`src/rtl/stream_mux_pkg.sv`:
```
// stream_mux_pkg: shared constants and helpers for the stream_mux_n slice.
//   MODE_FIXED / MODE_RR : values of the 'mode' input.
//   sel_width(n)         : channel-index width, at least 1 bit.
package stream_mux_pkg;

    localparam logic MODE_FIXED = 1'b0;
    localparam logic MODE_RR    = 1'b1;

    function automatic int sel_width(input int n);
        return (n <= 2) ? 1 : $clog2(n);
    endfunction

endpackage

```
`src/rtl/stream_mux_n_if.sv`:
```
// stream_mux_n_if: bundle of the producer and consumer handshake signals of
// stream_mux_n.
//   slave  modport : the mux view (drives in_ready and the out_* beat).
//   master modport : the environment view (drives mode/sel, the inputs and
//                    out_ready).
// Channel i data is in_data[i*W +: W].
interface stream_mux_n_if
    import stream_mux_pkg::*;
#(
    parameter int N = 16,
    parameter int W = 8
);
    localparam int SELW = sel_width(N);

    logic              mode;
    logic [SELW-1:0]   sel;
    logic [N*W-1:0]    in_data;
    logic [N-1:0]      in_valid;
    logic [N-1:0]      in_last;
    logic [N-1:0]      in_ready;
    logic [W-1:0]      out_data;
    logic              out_last;
    logic [SELW-1:0]   out_ch;
    logic              out_valid;
    logic              out_ready;

    modport slave (
        input  mode, sel, in_data, in_valid, in_last, out_ready,
        output in_ready, out_data, out_last, out_ch, out_valid
    );

    modport master (
        output mode, sel, in_data, in_valid, in_last, out_ready,
        input  in_ready, out_data, out_last, out_ch, out_valid
    );
endinterface

```
`src/rtl/rr_arbiter.sv`:
```
// rr_arbiter: combinational round-robin arbiter.
//   req     [N]    : request vector
//   ptr     [SELW] : highest-priority index (must be < N)
//   gnt     [N]    : one-hot grant, first request at or after ptr, wrapping
//   gnt_idx [SELW] : encoded grant index (0 when nothing is requested)
module rr_arbiter
    import stream_mux_pkg::*;
#(
    parameter int N    = 16,
    parameter int SELW = sel_width(N)
) (
    input  logic [N-1:0]    req,
    input  logic [SELW-1:0] ptr,
    output logic [N-1:0]    gnt,
    output logic [SELW-1:0] gnt_idx
);

    int unsigned     pos;
    logic [SELW-1:0] idx;
    logic            found;

    always_comb begin
        gnt     = '0;
        gnt_idx = '0;
        found   = 1'b0;
        pos     = 0;
        idx     = '0;
        for (int unsigned k = 0; k < N; k++) begin
            // ptr < N, so a single subtraction is enough for the wrap
            pos = 32'(ptr) + k;
            if (pos >= N) begin
                pos = pos - N;
            end
            idx = SELW'(pos);
            if (!found && req[idx]) begin
                found        = 1'b1;
                gnt[idx]     = 1'b1;
                gnt_idx      = idx;
            end
        end
    end

endmodule

```
`src/rtl/stream_mux_n.sv`:
```
// stream_mux_n: N-to-1 valid/ready stream multiplexer with a registered
// output stage. Channel chosen by 'sel' (mode=0) or round-robin (mode=1).
//   clk, rst_n   : clock, synchronous active-low reset
//   bus (slave)  : mode, sel, in_data/in_valid/in_last -> in_ready,
//                  out_data/out_last/out_ch/out_valid <- out_ready
// Optional feature macro STREAM_MUX_PKT_LOCK_EN: once a non-last beat is
// taken from a channel the grant stays on it until its last beat.
module stream_mux_n
    import stream_mux_pkg::*;
#(
    parameter int N = 16,
    parameter int W = 8
) (
    input  logic              clk,
    input  logic              rst_n,
    stream_mux_n_if.slave     bus
);

    localparam int SELW = sel_width(N);

    logic [W-1:0]    ch_data [N];
    logic [SELW-1:0] ptr;
    logic [N-1:0]    rr_gnt;
    logic [SELW-1:0] rr_idx;
    logic [N-1:0]    grant;
    logic [SELW-1:0] gidx;
    logic            load;
    logic            xfer;
    logic [SELW-1:0] ptr_next;

`ifdef STREAM_MUX_PKT_LOCK_EN
    logic            locked;
    logic [SELW-1:0] lock_ch;
`endif

    for (genvar i = 0; i < N; i++) begin : g_slice
        assign ch_data[i] = bus.in_data[i*W +: W];
    end

    rr_arbiter #(
        .N    (N),
        .SELW (SELW)
    ) u_arb (
        .req     (bus.in_valid),
        .ptr     (ptr),
        .gnt     (rr_gnt),
        .gnt_idx (rr_idx)
    );

    always_comb begin
        grant = '0;
        gidx  = '0;
`ifdef STREAM_MUX_PKT_LOCK_EN
        if (locked) begin
            grant[lock_ch] = bus.in_valid[lock_ch];
            gidx           = lock_ch;
        end else
`endif
        if (bus.mode == MODE_RR) begin
            grant = rr_gnt;
            gidx  = rr_idx;
        end else if (32'(bus.sel) < N) begin
            grant[bus.sel] = bus.in_valid[bus.sel];
            gidx           = bus.sel;
        end
    end

    assign load         = !bus.out_valid || bus.out_ready;
    // grant already implies in_valid, so any ready bit is a transfer
    assign bus.in_ready = grant & {N{load && rst_n}};
    assign xfer         = |bus.in_ready;
    assign ptr_next     = (gidx == SELW'(N - 1)) ? '0 : gidx + 1'b1;

    always_ff @(posedge clk) begin
        if (!rst_n) begin
            bus.out_valid <= 1'b0;
            bus.out_data  <= '0;
            bus.out_last  <= 1'b0;
            bus.out_ch    <= '0;
            ptr           <= '0;
`ifdef STREAM_MUX_PKT_LOCK_EN
            locked        <= 1'b0;
            lock_ch       <= '0;
`endif
        end else begin
            if (xfer) begin
                bus.out_valid <= 1'b1;
                bus.out_data  <= ch_data[gidx];
                bus.out_last  <= bus.in_last[gidx];
                bus.out_ch    <= gidx;
            end else if (bus.out_ready) begin
                bus.out_valid <= 1'b0;
            end

`ifdef STREAM_MUX_PKT_LOCK_EN
            if (xfer) begin
                if (bus.in_last[gidx]) begin
                    locked <= 1'b0;
                    if (bus.mode == MODE_RR) begin
                        ptr <= ptr_next;
                    end
                end else begin
                    locked  <= 1'b1;
                    lock_ch <= gidx;
                end
            end
`else
            if (xfer && bus.mode == MODE_RR) begin
                ptr <= ptr_next;
            end
`endif
        end
    end

endmodule

```
`src/flat_wrapper.sv`:
```
// flat-port wrapper written by rule: the top's interface ports become plain ports
module stream_mux_n_flat import stream_mux_pkg::*;
#(
    parameter int N = 16,
    parameter int W = 8
)
  (clk, rst_n, bus_mode, bus_sel, bus_in_data, bus_in_valid, bus_in_last, bus_out_ready, bus_in_ready, bus_out_data, bus_out_last, bus_out_ch, bus_out_valid);
  stream_mux_n_if #(.N(N), .W(W)) bus_i ();
  input  logic clk;
  input  logic rst_n;
  input wire logic [$bits(bus_i.mode)-1:0] bus_mode;
  input wire logic [$bits(bus_i.sel)-1:0] bus_sel;
  input wire logic [$bits(bus_i.in_data)-1:0] bus_in_data;
  input wire logic [$bits(bus_i.in_valid)-1:0] bus_in_valid;
  input wire logic [$bits(bus_i.in_last)-1:0] bus_in_last;
  input wire logic [$bits(bus_i.out_ready)-1:0] bus_out_ready;
  output wire logic [$bits(bus_i.in_ready)-1:0] bus_in_ready;
  output wire logic [$bits(bus_i.out_data)-1:0] bus_out_data;
  output wire logic [$bits(bus_i.out_last)-1:0] bus_out_last;
  output wire logic [$bits(bus_i.out_ch)-1:0] bus_out_ch;
  output wire logic [$bits(bus_i.out_valid)-1:0] bus_out_valid;
  assign bus_i.mode = bus_mode;
  assign bus_i.sel = bus_sel;
  assign bus_i.in_data = bus_in_data;
  assign bus_i.in_valid = bus_in_valid;
  assign bus_i.in_last = bus_in_last;
  assign bus_i.out_ready = bus_out_ready;
  assign bus_in_ready = bus_i.in_ready;
  assign bus_out_data = bus_i.out_data;
  assign bus_out_last = bus_i.out_last;
  assign bus_out_ch = bus_i.out_ch;
  assign bus_out_valid = bus_i.out_valid;
  stream_mux_n #(.N(N), .W(W)) u_core (.clk(clk), .rst_n(rst_n), .bus(bus_i));
endmodule
```
`config.mk`:
```
export PLATFORM = sky130hd
export DESIGN_NAME = stream_mux_n_flat
export DESIGN_NICKNAME = d
export VERILOG_FILES = /design/src/rtl/stream_mux_pkg.sv /design/src/rtl/stream_mux_n_if.sv /design/src/rtl/rr_arbiter.sv /design/src/rtl/stream_mux_n.sv /design/src/flat_wrapper.sv
export SDC_FILE = /design/constraint.sdc
export NUM_CORES = 1
export LEC_CHECK = 0
export ABC_AREA = 1
export CORE_MARGIN = 1
export CORE_UTILIZATION = 25
export CTS_CLUSTER_SIZE = 8
export DETAILED_ROUTE_END_ITERATION = 10
export REMOVE_ABC_BUFFERS = 1
export SLEW_MARGIN = 20
export SYNTH_ARGS = -nofsm -noshare
export SYNTH_HDL_FRONTEND = slang
export SYNTH_SLANG_ARGS = --single-unit
```
`constraint.sdc`:
```
create_clock -name clk -period 11.2 [get_ports clk]
set_clock_uncertainty 0.05 [all_clocks]
set_input_delay 1.12 -clock clk [delete_from_list [all_inputs] [get_ports clk]]
set_output_delay 1.12 -clock clk [all_outputs]
set_load 0.01 [all_outputs]
```
==> results of run 1 <==
==> through the flow <==
stage / power [mW] / instance area (um^2)
4_1_cts: 2.32 / 9920
3_5_place_dp: 2.23 / 9830
3_3_place_gp: 2.26 / 9820
6_report: 2.37 / 9920
5_1_grt: 2.56 / 9920
2_1_floorplan: 1.50 / 7280
==> final timing paths <==
check                        from                   end  slack (ps)
max                 u_core.ptr[0]      bus_in_ready[11]        3440
min          u_core.bus.out_ch[0]  u_core.bus.out_ch[0]         480
max reg2reg         u_core.ptr[0]         u_core.ptr[2]        3800
min reg2reg  u_core.bus.out_ch[0]  u_core.bus.out_ch[0]         480
==> layout by cell type, fill, tap and decap left out, types with 3 or more instances in the layout <==
| cell | netlist | final |
|---|---|---|
| o21ai_0 | 12 | 11 |
| a21oi_1 | 40 | 40 |
| nor2_2 | 7 | 7 |
| nand3_2 | 3 | 4 |
| o21ai_2 | 2 | 3 |
| dfxtp_1 | 18 | 18 |
| ha_1 | 15 | 15 |
| nand4_1 | 48 | 48 |
| nand2_2 | 8 | 9 |
| o21ai_1 | 7 | 7 |
| a22oi_1 | 9 | 9 |
| clkbuf_16 | 0 | 3 |
| buf_4 | 18 | 9 |
| clkinv_1 | 4 | 4 |
| nand2_1 | 447 | 446 |
| nand4_4 | 4 | 4 |
| nor2_1 | 287 | 287 |
| or2_2 | 3 | 3 |
| nor2_4 | 5 | 5 |
| inv_2 | 19 | 19 |
| nor3_1 | 5 | 5 |
| nand3_1 | 418 | 417 |
| clkdlybuf4s50_1 | 0 | 197 |
| inv_1 | 163 | 163 |
==> power groups by stage <==
stage               Clock [mW]  Combinational [mW]  Sequential [mW]
floorplan                    0                1.38            0.118
global route            0.0871                2.34            0.126
detailed placement           0                2.11            0.123
finish                  0.0824                2.16            0.122
global placement             0                2.13            0.123
CTS                     0.0846                2.11            0.122
==> state kept, by name (all words and copies together), names as in the netlist <==
register	flops
u_core.bus.out_data	8
u_core.bus.out_ch	4
u_core.ptr	4
u_core.bus.out_last	1
u_core.bus.out_valid	1
==> cell usage after synthesis (all sizes together) (2+ instances only) <==
cell type    n  area [um^2]
nand3b       2         15.0
nand4       54          410
nand2      457         1750
clkinv       4         15.0
clkbuf      28          105
o21ai       21          113
or2          4         25.0
nor2       301         1220
buf         60          398
inv        182          683
dfxtp       18          360
nor3         7         51.3
nand3      421         2120
a21oi       41          216
a22oi        9         67.6
ha          15          188
==> routing by layer <==
metal	vias up	track usage, %	wire (um)
met4	0	11.4	1860
met1	5189	29.8	15600
met5	-	0	0
li1	5531	-	-
met3	114	3.15	3400
met2	687	44.6	19600
==> final cells by class <==
type / instances / area, um^2 / share of cell area, %
flip-flops and latches: 18 / 360 / 3.63
repair buffers: 206 / 2040 / 20.6
inverters: 186 / 698 / 7.04
clock buffers: 4 / 88.8 / 0.896
multi-input cells: 1337 / 6230 / 62.9
well taps: 396 / 495 / 5.00
==> logic make-up (layout without fill, tap and decap cells) <==
logic type / after synthesis / in the layout / synth area share, %
buffers and inverters: 274 / 396 / 15.4
adders and majority gates: 15 / 15 / 2.41
and+or+nand+nor: 1247 / 1247 / 71.9
AOI/OAI and AO/OA: 75 / 75 / 5.61
DFF: 18 / 18 / 4.63
==> worst reg2reg max path, stage by stage (launching register included) <==
cell	delay, ps
dfxtp_1	870
inv_2	360
ha_1	420
inv_1	720
nand2_1	140
nand2_2	260
nand3_1	140
nand2_1	100
inv_1	50
o21ai_1	810
inv_1	410
nand4_4	260
nor2_8	110
nand3_2	180
nand3_1	140
nand3_2	120
buf_4	580
nand2_2	350
buf_4	420
ha_1	340
or2_2	290
nand4_1	100
a21oi_1	80
==> impl_metrics.csv, run 1 <==
group,metric,value,unit
sta,min_period,7760,ps
run,cap_violations,0,
worst_setup_path,cp.required,10030,ps
global_routing,grt_antenna_before_repair,0,
clocking,htreeDepth,1,
clocking,clk_pin_slew,60,ps
worst_setup_path,cp_slowest_cell,"dfxtp_1",
route,ant_nets,0,
synthesis,avgSynthCellArea,4.78,um^2
worst_setup_path,reg2reg_depth,22,
cells_and_area,nFillCells,3549,
clocking,cts_inserted_buffers,3,
sta,fin_hold_ws,481,ps
route,wl_per_cell,18.8,um
global_routing,grt.overflow.total,0,
sta,setup_viol,0,
synthesis,synth_ff_type,"dfxtp_1",
worst_setup_path,cp_data_arrival_time,6600,ps
clocking,cts_resized,0,
power,clockPowerShare,3.5,%
die,die_y,178,um
worst_setup_path,crit_chain,"inv_2 -> ha_1 -> inv_1 -> nand2_1 -> nand2_2 -> inv_2 -> nand3_1 -> nand3_1 -> nand2_2 -> nand4_4 -> nor2_4 -> nand4_2 -> nor3_2 -> nand3_1 -> nor2_1 -> nor2_1 -> nand4_1 -> nand2_1 -> inv_1 -> clkdlybuf4s50_1",
place,post-dp-hpwl,31900,um
worst_setup_path,path_class,"reg -> out",
place,place_ws,3900,ps
cells_and_area,antennaDiodeCount,0,
clocking,clk_latency,260,ps
die,rows,64,
worst_setup_path,cp_max_fo,25,
power,comb_power_share,91.4,%
sta,max_slew_margin,28.8,%
synthesis,ys_async_sr_fraction,0,%
route,wirelength,40400,um
clocking,post-cts-setup-buffers,0,
clocking,cts_buffer_depth,2,
global_routing,grt_pass1_wl,61500,um
power,internal_power,0.711,mW
sta,finalSetupTns,0,ps
synthesis,yosys_warnings,0,
die,core,0.0306,mm^2
synthesis,synth_edf_count,0,
sta,fmax,0.129,GHz
global_routing,grtUsageTotal,25.1,%
synthesis,synthDistinctLibCells,39,
worst_setup_path,critical_path_buf_inv_count,5,
sta,slew_viol_final,0,
power,switchingPower,1.66,mW
clocking,cts-root-buf,"clkbuf_16",
cells_and_area,area_growth_syn_to_layout,27.4,%
worst_setup_path,slowest_delay,870,ps
synthesis,synth.ff_latch_count,18,
die,io_pins,198,
sta,grt_setup_unrepaired,"no",
cells_and_area,layoutNonFillerInstCount,2147,
global_routing,grt_max_degree,75,
place,portBuffers,197,
route,drc,0,
worst_setup_path,cp-start-kind,"flop",
route,via_per_inst,5.37,
place,dp_cells,2143,
die,initial_utilization,25.4,%
place,place.gp.congestion,1.05,
route,first_pass_iters,8,
hold_path,hold_path.class,"reg -> reg",
sta,worst_pin_slew,1060,ps
route,vias,11521,
worst_setup_path,cp.depth,20,
power,ir_drop,0.134,mV
cells_and_area,drive_above_1_share,4.40,%
die,die_w,178,um
sta,worst_slack,3440,ps
synthesis,netlist_area,0.00778,mm^2
power,p_leak,4.45,nW
power,p_sw_share,70.0,%
cells_and_area,final_util,32.4,%
sta,period_share,69.3,%
clocking,cts_tree,"yes",
clocking,cts_hold_buffers,0,
synthesis,ys_seq_area_share,4.63,%
worst_setup_path,crit_top_cell,"nand3_1",
hold_path,holdPathStages,2,
route,drt_iter0_markers,1239,
cells_and_area,nNetsFinal,1935,
power,p_per_area,239,mW/mm^2
clocking,cts_sinks,18,
worst_setup_path,path_delay_family,"simple AND/OR/NAND/NOR gates",
synthesis,synth_cells,1629,
global_routing,first_global_vias,10544,
worst_setup_path,critPathCaptureType,"output port",
power,p_seq_share,5.2,%
sta,hold_viol_final,0,
outcome,status,"completed",
die,die_area,0.0318,mm^2
Power figures use the tool's default switching activity.
==> run 2: changes to the inputs <==
==> constraint.sdc (replaced) <==
create_clock -name clk -period 7.7 [get_ports clk]
set_clock_uncertainty 0.05 [all_clocks]
set_input_delay 0.77 -clock clk [delete_from_list [all_inputs] [get_ports clk]]
set_output_delay 0.77 -clock clk [all_outputs]
set_load 0.01 [all_outputs]
==> impl_metrics.csv, run 2 (synthesis gave the netlist of run 1 again) <==
group,metric,value,unit
route,via_per_inst,5.37,
hold_path,hold_path.class,"reg -> reg",
power,ir_drop,0.214,mV
sta,max_slew_margin,35.0,%
cells_and_area,multi_input_area,0.00624,mm^2
sta,fmax,0.152,GHz
sta,hold_viol_final,0,
worst_setup_path,crit_chain,"inv_2 -> ha_1 -> inv_1 -> nand3_1 -> nand3_1 -> nand3_1 -> nand2_4 -> nor2_2 -> inv_1 -> o21ai_0 -> inv_1 -> nand3_1 -> nor2_1 -> nand3_1 -> nor2_1 -> nand2_1 -> nor2_1 -> nand3_1 -> nor2_1 -> nand2_1 -> nand2_1 -> inv_1 -> clkdlybuf4s50_1",
power,p_total,3.47,mW
global_routing,grt_max_degree,74,
power,p_leak,4.50,nW
cells_and_area,regArea,360,um^2
cells_and_area,area_growth_syn_to_layout,28.5,%
route,wirelength,40400,um
clocking,clk_pin_slew,60,ps
worst_setup_path,critPathCaptureType,"output port",
run,cap_violations,0,
global_routing,grt_pass1_wl,61900,um
route,ant_nets,0,
cells_and_area,drive_above_1_share,5.05,%
cells_and_area,layout_commonest_cell,"nand2_1",
cells_and_area,reg.largest.list,"u_core.bus.out_data: 8 flops, u_core.bus.out_ch: 4 flops, u_core.ptr: 4 flops",
global_routing,busiest_layer,"met2",
cells_and_area,nFillCells,3519,
route,first_pass_iters,8,
global_routing,grt.overflow.total,0,
place,post-dp-hpwl,32200,um
sta,finalSetupTns,0,ps
worst_setup_path,cp_slowest_cell,"dfxtp_1",
clocking,post-cts-setup-buffers,0,
worst_setup_path,cp_max_fo,25,
route,drc,0,
clocking,cts_hold_buffers,0,
sta,grt_setup_unrepaired,"no",
cells_and_area,nNetsFinal,1946,
outcome,status,"completed",
clocking,cts_resized,0,
place,place.gp.congestion,1.02,
worst_setup_path,path_class,"reg -> out",
die,core,0.0306,mm^2
clocking,clk_latency,260,ps
cells_and_area,final_util,32.7,%
global_routing,grtUsageTotal,25.2,%
route,drt_iter0_markers,1442,
clocking,cts_tree,"yes",
global_routing,met1_usage,30.8,%
cells_and_area,layout_common_cells,"nand2_1 (446), nand3_1 (417), nor2_1 (286)",
worst_setup_path,cp.required,6880,ps
global_routing,use_met2,43.0,%
cells_and_area,largest_reg_flops,8,
sta,slew_viol_final,0,
route,wl_per_cell,18.7,um
clocking,cts_buffer_depth,2,
cells_and_area,layoutNonFillerInstCount,2158,
clocking,htreeDepth,1,
global_routing,grt_antenna_before_repair,0,
clocking,cts-root-buf,"clkbuf_16",
die,initial_utilization,25.4,%
sta,setup_viol,0,
die,die_area,0.0318,mm^2
sta,fin_hold_ws,482,ps
worst_setup_path,crit_top_cell,"nand3_1",
route,vias,11579,
die,io_pins,198,
power,p_per_area,347,mW/mm^2
global_routing,grt_use_met3,3.28,%
die,die_y,178,um
worst_setup_path,cp_data_arrival_time,5760,ps
worst_setup_path,cp-start-kind,"flop",
die,die_w,178,um
place,portBuffers,197,
place,dp_cells,2154,
sta,period_share,85.5,%
clocking,cts_inserted_buffers,3,
sta,worst_pin_slew,969,ps
sta,min_period,6580,ps
worst_setup_path,slowest_delay,880,ps
die,rows,64,
clocking,cts_sinks,18,
cells_and_area,antennaDiodeCount,0,
global_routing,first_global_vias,10862,
cells_and_area,regMostFlops,"u_core.bus.out_data",
## run 2: critical path: cells and delay by family (launching register included)
kind,cells,cell delay [ps]
flops,1,880
compound gates,1,190
fa+ha+maj,1,660
simple gates,15,2290
buf+inv,6,1480
## run 2: per-stage QoR
| stage | cell area [um^2] | setup WS (ps) |
|---|---|---|
| detailed placement | 9910 | 1520 |
| global placement | 9910 | 1570 |
| global route | 10000 | 722 |
| floorplan | 7280 | 709 |
| CTS | 10000 | 1320 |
| finish | 10000 | 1120 |
## run 2: layer usage
layer | wire length [um] | share of wire (%)
met1 | 15700 | 39
met3 | 3770 | 9.3
met5 | 0 | 0
met4 | 2110 | 5.2
met2 | 18900 | 47
## run 2: worst paths after layout
kind | start | end | slack [ps] | cells after the start
worst max-delay path | u_core.ptr[0] | bus_in_ready[7] | 1120 | 23
worst min-delay path | u_core.bus.out_ch[0] | u_core.bus.out_ch[0] | 480 | 2
worst max register to register | u_core.ptr[0] | u_core.bus.out_data[0] | 1350 | 26
worst min register to register | u_core.bus.out_ch[0] | u_core.bus.out_ch[0] | 480 | 2
## run 2: power breakdown
group	switching [mW]	leakage, nW	internal, mW
Sequential	0.0544	0.149	0.125
Combinational	2.30	4.31	0.862
Clock	0.0412	0.0442	0.0793
## run 2: cell type report
cell class	count	area share, %
multi-input combinational	1337	62.4
tap	396	4.95
inverter	186	6.98
sequential	18	3.60
clock buffer	4	0.888
timing repair buffer	217	21.2
==> run 3: changes to the inputs <==
--- a/config.mk
+++ b/config.mk
@@ -6,10 +6,11 @@
 export NUM_CORES = 1
 export LEC_CHECK = 0
 export ABC_AREA = 1
-export CORE_MARGIN = 1
-export CORE_UTILIZATION = 25
+export CORE_MARGIN = 5
+export CORE_UTILIZATION = 52
 export CTS_CLUSTER_SIZE = 8
 export DETAILED_ROUTE_END_ITERATION = 10
+export PLACE_DENSITY = 0.84
 export REMOVE_ABC_BUFFERS = 1
 export SLEW_MARGIN = 20
 export SYNTH_ARGS = -nofsm -noshare
==> impl_metrics.csv, run 3 (synthesis gave the netlist of run 1 again) <==
group,metric,value,unit
sta,grt_setup_unrepaired,"no",
worst_setup_path,path_class,"in -> out",
global_routing,grt_pass1_wl,56700,um
worst_setup_path,reg2reg_depth,28,
global_routing,use_met2,64.3,%
clocking,cts_sinks,18,
die,rows,44,
cells_and_area,regArea,360,um^2
die,core,0.0146,mm^2
place,place_ws,1770,ps
worst_setup_path,worstReg2RegStart,"u_core.ptr[1]",
sta,worst_slack,1610,ps
sta,min_period,6090,ps
clocking,post-cts-setup-buffers,0,
global_routing,grtUsageTotal,39.0,%
cells_and_area,nNetsFinal,1944,
outcome,status,"completed",
worst_setup_path,cp_max_fo,20,
cells_and_area,largest_reg_flops,8,
worst_setup_path,cp-endpoint,"bus_in_ready[12]",
power,p_leak,4.49,nW
clocking,clk_pin_slew,50,ps
worst_setup_path,critPathCaptureType,"output port",
die,die_area,0.0175,mm^2
sta,period_share,79.1,%
sta,worst_pin_slew,1130,ps
place,post-dp-hpwl,28600,um
hold_path,hold_path.class,"reg -> reg",
worst_setup_path,cp.required,6880,ps
global_routing,grt_max_degree,74,
sta,slew_viol_final,0,
clocking,cts_tree,"yes",
route,drc,0,
clocking,cts_hold_buffers,0,
cells_and_area,regMostFlops,"u_core.bus.out_data",
global_routing,busiest_layer,"met2",
route,ant_nets,0,
cells_and_area,antennaDiodeCount,0,
worst_setup_path,regToRegEndpoint,"u_core.bus.out_data[3]",
place,portBuffers,197,
cells_and_area,drive_above_1_share,4.83,%
route,via_per_inst,6.13,
route,first_pass_iters,7,
worst_setup_path,cp-start-kind,"input port",
sta,hold_viol_final,0,
cells_and_area,reg.largest.list,"u_core.bus.out_data: 8 flops, u_core.bus.out_ch: 4 flops, u_core.ptr: 4 flops",
place,place.gp.congestion,1.07,
worst_setup_path,critPathLaunch,"bus_in_valid[1]",
power,p_total,3.44,mW
global_routing,grt.overflow.total,0,
worst_setup_path,cp_data_arrival_time,5270,ps
global_routing,met1_usage,47.3,%
clocking,clk_latency,260,ps
clocking,cts_buffer_depth,2,
clocking,cts-root-buf,"clkbuf_16",
cells_and_area,layout_commonest_cell,"nand2_1",
global_routing,first_global_vias,10866,
power,p_per_area,354,mW/mm^2
route,vias,11919,
run,cap_violations,0,
cells_and_area,multi_input_area,0.00623,mm^2
cells_and_area,layout_common_cells,"nand2_1 (446), nand3_1 (417), nor2_1 (287)",
worst_setup_path,regToRegSetupSlack,1840,ps
cells_and_area,area_growth_syn_to_layout,24.8,%
route,drt_iter0_markers,1612,
die,io_pins,198,
route,wl_per_cell,19.0,um
sta,fmax,0.164,GHz
clocking,cts_resized,0,
die,initial_utilization,53.4,%
global_routing,grt_use_met3,8.02,%
die,die_w,132,um
sta,max_slew_margin,24.6,%
sta,finalSetupTns,0,ps
die,die_y,132,um
cells_and_area,nFillCells,1448,
global_routing,grt_antenna_before_repair,1,
route,wirelength,36900,um
sta,setup_viol,0,
power,ir_drop,0.257,mV
clocking,cts_inserted_buffers,3,
clocking,htreeDepth,1,
run 3: changes by cell type in the layout (fill, tap and decap cells not counted), sizes merged:
cell and delta:
buf -2
run 3: routing by layer:
layer	vias to the layer above	part of all wire (%)
met5	-	0.032
met3	170	13
met1	5194	35
li1	5545	-
met4	2	6.0
met2	1008	45
run 3: critical path, cell delays in order:
cell and delay (ps):
clkdlybuf4s50_1 470, nand2_1 120, nand3_1 100, nand3_1 110
nand2_1 100, nand2_1 100, nand2_1 560, nor2_8 360
nand4_4 160, nor2_4 160, nand2_1 80, nor2_2 700
nand2_1 220, nand3_1 200, nor2_1 60, nand3_1 130
nor2_1 70, nand4_1 100, nand2_1 100, inv_1 60
clkdlybuf4s50_1 530
run 3: final cells by class:
cell class                      instances  area share, %
Multi-Input combinational cell       1337           64.1
Timing Repair Buffer                  215           21.7
Inverter                              186           7.19
Sequential cell                        18           3.71
Tap cell                              184           2.37
Clock buffer                            4          0.914
run 3: worst min path at each step:
stage | startpoint | end | slack (ps) | depth (start not counted)
after floorplan | u_core.bus.out_valid | u_core.bus.out_valid | 480 | 2
after global placement | u_core.bus.out_valid | u_core.bus.out_valid | 460 | 2
after detailed placement | u_core.bus.out_ch[0] | u_core.bus.out_ch[0] | 460 | 2
after CTS | u_core.bus.out_ch[0] | u_core.bus.out_ch[0] | 470 | 2
after global routing | u_core.bus.out_data[1] | u_core.bus.out_data[1] | 540 | 4
final | u_core.bus.out_ch[0] | u_core.bus.out_ch[0] | 470 | 2
run 3: metrics by stage:
step	utilization (%)	cells	hold slack (ps)	area (um^2)
after floorplan	-	1541	480	7280
after global placement	66.0	1940	457	9630
after detailed placement	66.0	1940	456	9630
after CTS	66.6	1944	475	9710
after global routing	66.6	1944	539	9710
final	66.6	1944	469	9710
run 3: power by group:
part / internal, mW / switching (mW) / total [mW]
registers: 0.125 / 0.0228 / 0.148
clock network: 0.0792 / 0.0385 / 0.118
logic: 0.857 / 2.32 / 3.18
total: 1.06 / 2.38 / 3.44
